File: config.mk
export PLATFORM = sky130hd
export DESIGN_NAME = edge_pulse_gen_flat
export DESIGN_NICKNAME = d
export VERILOG_FILES = /design/src/rtl/edge_pulse_gen_if.sv /design/src/rtl/edge_pulse_gen.sv /design/src/flat_wrapper.sv
export SDC_FILE = /design/constraint.sdc
export NUM_CORES = 1
export LEC_CHECK = 0
export CAP_MARGIN = 15
export CORE_AREA = 2 2 39 41
export DETAILED_ROUTE_END_ITERATION = 10
export DIE_AREA = 0 0 41 43
export PLACE_DENSITY_LB_ADDON = 0.12
export SKIP_LAST_GASP = 1
export SYNTH_ARGS = -nofsm -noshare
export SYNTH_HDL_FRONTEND = slang
export SYNTH_SLANG_ARGS = --single-unit
File: constraint.sdc
create_clock -name clk -period 1.6 [get_ports clk]
set_input_delay 0.4 -clock clk [delete_from_list [all_inputs] [get_ports clk]]
set_output_delay 0.4 -clock clk [all_outputs]
set_load 0.1 [all_outputs]
File: src/rtl/edge_pulse_gen_if.sv
// Bundles the channel inputs, shared controls and pulse/flag outputs of edge_pulse_gen.
// The master side drives the levels and controls. The slave side is the pulse generator.
interface edge_pulse_gen_if #(
  parameter int WIDTH = 1
) ();
  logic [WIDTH-1:0] signal_in;
  logic [1:0]       edge_mode;
  logic [WIDTH-1:0] flag_clr;
  logic [WIDTH-1:0] pulse_out;
  logic             any_pulse;
  logic [WIDTH-1:0] event_flags;

  modport master (
    output signal_in,
    output edge_mode,
    output flag_clr,
    input  pulse_out,
    input  any_pulse,
    input  event_flags
  );

  modport slave (
    input  signal_in,
    input  edge_mode,
    input  flag_clr,
    output pulse_out,
    output any_pulse,
    output event_flags
  );
endinterface

File: src/rtl/edge_pulse_gen.sv
// Per-channel edge detector that stretches each detected edge into a fixed-length pulse.
// Each channel also keeps a sticky flag. Detection is held off until the synchronizer has refilled after reset.
module edge_pulse_gen #(
  parameter int WIDTH       = 1,
  parameter int SYNC_STAGES = 2,
  parameter int PULSE_LEN   = 1,
  parameter int RETRIGGER   = 0
) (
  input logic            clk,
  input logic            rst,
  edge_pulse_gen_if.slave bus
);

  localparam int            CW       = $clog2(PULSE_LEN + 1);
  localparam logic [CW-1:0] LOAD     = CW'(PULSE_LEN);
  localparam logic [CW-1:0] ONE      = CW'(1);
  localparam logic [2:0]    ARM_DONE = 3'(SYNC_STAGES + 1);

  logic [WIDTH-1:0] w_s;
  logic [WIDTH-1:0] r_p;
  logic [WIDTH-1:0] w_det;
  logic [WIDTH-1:0] r_flags;
  logic [WIDTH-1:0] r_pulse;
  logic [WIDTH-1:0] w_pulse_nxt;
  logic [CW-1:0]    r_cnt     [WIDTH];
  logic [CW-1:0]    w_cnt_nxt [WIDTH];
  logic [2:0]       r_arm;
  logic             w_armed;

  generate
    if (SYNC_STAGES == 0) begin : g_nosync
      assign w_s = bus.signal_in;
    end else begin : g_sync
      logic [WIDTH-1:0] r_sync [SYNC_STAGES];

      always_ff @(posedge clk) begin
        if (rst) begin
          for (int k = 0; k < SYNC_STAGES; k++) r_sync[k] <= '0;
        end else begin
          r_sync[0] <= bus.signal_in;
          for (int k = 1; k < SYNC_STAGES; k++) r_sync[k] <= r_sync[k-1];
        end
      end

      assign w_s = r_sync[SYNC_STAGES-1];
    end
  endgenerate

  // Arming counter saturates once the synchronizer and previous-sample registers hold real data
  always_ff @(posedge clk) begin
    if (rst) begin
      r_arm <= '0;
      r_p   <= '0;
    end else begin
      if (!w_armed) r_arm <= r_arm + 3'd1;
      r_p <= w_s;
    end
  end

  assign w_armed = (r_arm == ARM_DONE);

  always_comb begin
    w_det = '0;
    if (w_armed) begin
      case (bus.edge_mode)
        2'b00:   w_det = w_s & ~r_p;
        2'b01:   w_det = ~w_s & r_p;
        2'b10:   w_det = w_s ^ r_p;
        default: w_det = '0;
      endcase
    end
  end

  // Next counter value; the pulse register is loaded from it so pulse_out comes straight from a flop
  always_comb begin
    for (int i = 0; i < WIDTH; i++) begin
      w_cnt_nxt[i]   = r_cnt[i];
      w_pulse_nxt[i] = 1'b0;
      if (w_det[i] && ((r_cnt[i] == '0) || (RETRIGGER != 0))) begin
        w_cnt_nxt[i] = LOAD;
      end else if (r_cnt[i] != '0) begin
        w_cnt_nxt[i] = r_cnt[i] - ONE;
      end
      w_pulse_nxt[i] = (w_cnt_nxt[i] != '0);
    end
  end

  always_ff @(posedge clk) begin
    if (rst) begin
      for (int i = 0; i < WIDTH; i++) r_cnt[i] <= '0;
      r_pulse <= '0;
      r_flags <= '0;
    end else begin
      for (int i = 0; i < WIDTH; i++) r_cnt[i] <= w_cnt_nxt[i];
      r_pulse <= w_pulse_nxt;
      r_flags <= (r_flags & ~bus.flag_clr) | w_det;
    end
  end

  assign bus.pulse_out   = r_pulse;
  assign bus.any_pulse   = |r_pulse;
  assign bus.event_flags = r_flags;

endmodule

File: src/flat_wrapper.sv
// flat-port wrapper written by rule: the top's interface ports become plain ports
module edge_pulse_gen_flat 
#(
  parameter int WIDTH       = 1,
  parameter int SYNC_STAGES = 2,
  parameter int PULSE_LEN   = 1,
  parameter int RETRIGGER   = 0
)
  (clk, rst, bus_signal_in, bus_edge_mode, bus_flag_clr, bus_pulse_out, bus_any_pulse, bus_event_flags);
  edge_pulse_gen_if #(.WIDTH(WIDTH)) bus_i ();
  input logic clk;
  input logic rst;
  input wire logic [$bits(bus_i.signal_in)-1:0] bus_signal_in;
  input wire logic [$bits(bus_i.edge_mode)-1:0] bus_edge_mode;
  input wire logic [$bits(bus_i.flag_clr)-1:0] bus_flag_clr;
  output wire logic [$bits(bus_i.pulse_out)-1:0] bus_pulse_out;
  output wire logic [$bits(bus_i.any_pulse)-1:0] bus_any_pulse;
  output wire logic [$bits(bus_i.event_flags)-1:0] bus_event_flags;
  assign bus_i.signal_in = bus_signal_in;
  assign bus_i.edge_mode = bus_edge_mode;
  assign bus_i.flag_clr = bus_flag_clr;
  assign bus_pulse_out = bus_i.pulse_out;
  assign bus_any_pulse = bus_i.any_pulse;
  assign bus_event_flags = bus_i.event_flags;
  edge_pulse_gen #(.WIDTH(WIDTH), .SYNC_STAGES(SYNC_STAGES), .PULSE_LEN(PULSE_LEN), .RETRIGGER(RETRIGGER)) u_core (.clk(clk), .rst(rst), .bus(bus_i));
endmodule
==> impl_metrics.json <==
{
  "fin_setup_tns_ps": 0,
  "numCtsBuffers": 3,
  "reg2reg_depth": 4,
  "grt_pass1_wl_mm": 1.00,
  "start_util": 0.247,
  "drt_iter0_drc": 2,
  "drc": 0,
  "dieArea_um2": 1760,
  "final_util": 0.358,
  "vias": 254,
  "maxCapViolCount": 0,
  "portBuffers": 8,
  "grt-ovfl-total": 0,
  "routedWlPerCell_um": 9.54,
  "period_needed_ps": 1260,
  "fin_cells": 61,
  "io_pins": 9,
  "grt_max_degree": 7,
  "tritoncts": "done",
  "critPathKind": "flop to flop",
  "antenna_cells": 0,
  "rows": 14,
  "clk_pin_slew_ps": 50,
  "power.leakage_nw": 0.211,
  "r2r_setup_slack_ps": 340,
  "setup_viol": 0,
  "holdBufCountCts": 0,
  "yosysSeqAreaShare": 0.469,
  "yosysUniqueCellTypes": 14,
  "hold_viol": 0,
  "post-cts-setup-buffer-count": 0,
  "fill_cells": 140,
  "post_cts_resized": 0,
  "worst_hold_path.endpoint": "u_core.g_sync.r_sync[0][1]",
  "r2r-start": "u_core.r_arm[0]",
  "insertion_delay_ps": 250,
  "clock_tree.root_cell": "clkbuf_4",
  "cts-htree-levels": 1,
  "grt_pass1_vias": 266,
  "pwr_density_cell_nw_per_um2": 964,
  "routed_via_density": 4.16,
  "fin_crit_sh": 0.790,
  "critPathArrivalTime_ps": 1410,
  "critPathRequiredTime_ps": 1740,
  "postRouteAntennaNets": 0,
  "placed_cells": 58,
  "die_y_um": 43,
  "path_max_fanout": 5,
  "syn_to_final_growth_pct": 45.1,
  "tightestPinTransition_ps": 198,
  "slew_violations": 0,
  "place_congestion": 0.570,
  "synth-seq-cells": 8,
  "synth.cell_area_um2": 342,
  "startpoint_type": "flop",
  "reg2reg_to": "u_core.bus.event_flags",
  "antenna_found_initial": 0,
  "max_slew_margin": 0.868,
  "drtPass1Iterations": 2,
  "outcome": "finished, final reports clean",
  "drive_gt1_frac": 0.200,
  "ir_drop_mv": 0.479,
  "routed_wl_um": 582,
  "synthesis.nets": 44,
  "hold_path_class": "flop to flop",
  "regArea_um2": 161,
  "rsz0062_at_grt": "false",
  "die_w_um": 41,
  "nNetsFinal": 57,
  "syn_avg_cell_area_um2": 10.0,
  "worst_setup_path_end_kind": "flop",
  "worstHoldPathCells": 1,
  "cts.path.max_buffers": 2,
  "netlist_instances": 34,
  "numClockSinks": 8,
  "hold_path_startpoint": "u_core.g_sync.r_sync[0][0]",
  "fin_skew_ps": 2.49,
  "track_usage": 0.0947,
  "ys_warn_count": 0,
  "core-area_um2": 1380,
  "fmax_mhz": 791,
  "multi_input_area_um2": 163
}
==> where the power goes <==
group,total [mW],internal [mW],switching (mW)
clock network,0.152,0.0857,0.0664
logic,0.0949,0.0475,0.0474
registers,0.231,0.220,0.0110
==> final cells by class <==
| type | count | share of cell area |
|---|---|---|
| inverters | 3 | 0.0227 |
| repair buffers | 9 | 0.237 |
| clock buffers | 3 | 0.0455 |
| flip-flops and latches | 8 | 0.326 |
| well taps | 16 | 0.0404 |
| multi-input cells | 22 | 0.328 |
==> placed cells by master, fill, tap and decap left out, drive strengths merged <==
cell type / instances
ha: 4
nand2: 1
and4b: 1
a32o: 1
inv: 3
nor3: 1
buf: 4
mux2i: 1
nand2b: 1
nor2b: 3
dfxtp: 8
nor2: 6
a21oi: 2
clkbuf: 3
xor2: 1
clkdlybuf4s50: 5
==> routing by layer <==
layer  up-vias  part of all wire  global-route usage
li1        132                 -                   -
met1       113              0.38              0.0747
met2         7              0.52               0.147
met3         2             0.074              0.0314
met4         0             0.021               0.120
met5         -                 0                   0
==> metrics by stage <==
stage                     setup slack [ps]  total power, mW  hold slack, ps  area [um2]
final                                  336            0.478             431         495
after global routing                   241            0.521             477         495
after detailed placement               166            0.333             421         473
after CTS                              322            0.493             434         495
after global placement                 186            0.322             423         473
after floorplan                        171            0.294             414         343
==> cells by family (layout without fill, tap and decap cells) <==
family,count (synthesis),count (layout),synth area share
flops,8,8,0.469
compound gates,3,3,0.0586
fa+ha+maj,4,4,0.147
simple gates,13,13,0.216
mux,1,1,0.0293
xor+xnor,1,1,0.0256
buf+inv,4,15,0.0550
==> how the worst max path moves through the flow <==
| stage | from | end | slack [ps] | depth (start not counted) |
|---|---|---|---|---|
| 2_1_floorplan | u_core.r_cnt[0] | bus_pulse_out | 170 | 1 |
| 3_3_place_gp | bus_edge_mode[1] | u_core.r_cnt[0] | 190 | 4 |
| 3_5_place_dp | bus_edge_mode[1] | u_core.bus.event_flags | 170 | 4 |
| 4_1_cts | u_core.r_arm[0] | u_core.bus.event_flags | 320 | 4 |
| 5_1_grt | u_core.r_arm[0] | u_core.bus.event_flags | 240 | 4 |
| 6_report | u_core.r_arm[0] | u_core.bus.event_flags | 340 | 4 |
==> registers in the layout, summed over array words and instances (netlist names) <==
signal and flops:
u_core.bus.event_flags 1, u_core.g_sync.r_sync 2, u_core.r_arm 3, u_core.r_cnt 1, u_core.r_p 1
==> worst max-delay path: stages (launching register included) <==
cell	delay (ps)
dfxtp_1	320
ha_1	190
ha_1	250
nor2b_1	160
a32o_1	240
==> cells in the mapped netlist <==
cell | instances | area [um2]
dfxtp_1 | 8 | 160
and4b_1 | 1 | 10.0
a32o_1 | 1 | 10.0
inv_1 | 3 | 11.3
nor3_1 | 1 | 5.00
mux2i_1 | 1 | 10.0
nand2b_4 | 1 | 13.8
buf_4 | 1 | 7.51
ha_1 | 4 | 50.1
nor2b_1 | 3 | 18.8
nand2_1 | 1 | 3.75
xor2_1 | 1 | 8.76
a21oi_1 | 2 | 10.0
nor2_1 | 6 | 22.5
(Power assumes the default switching activity.)
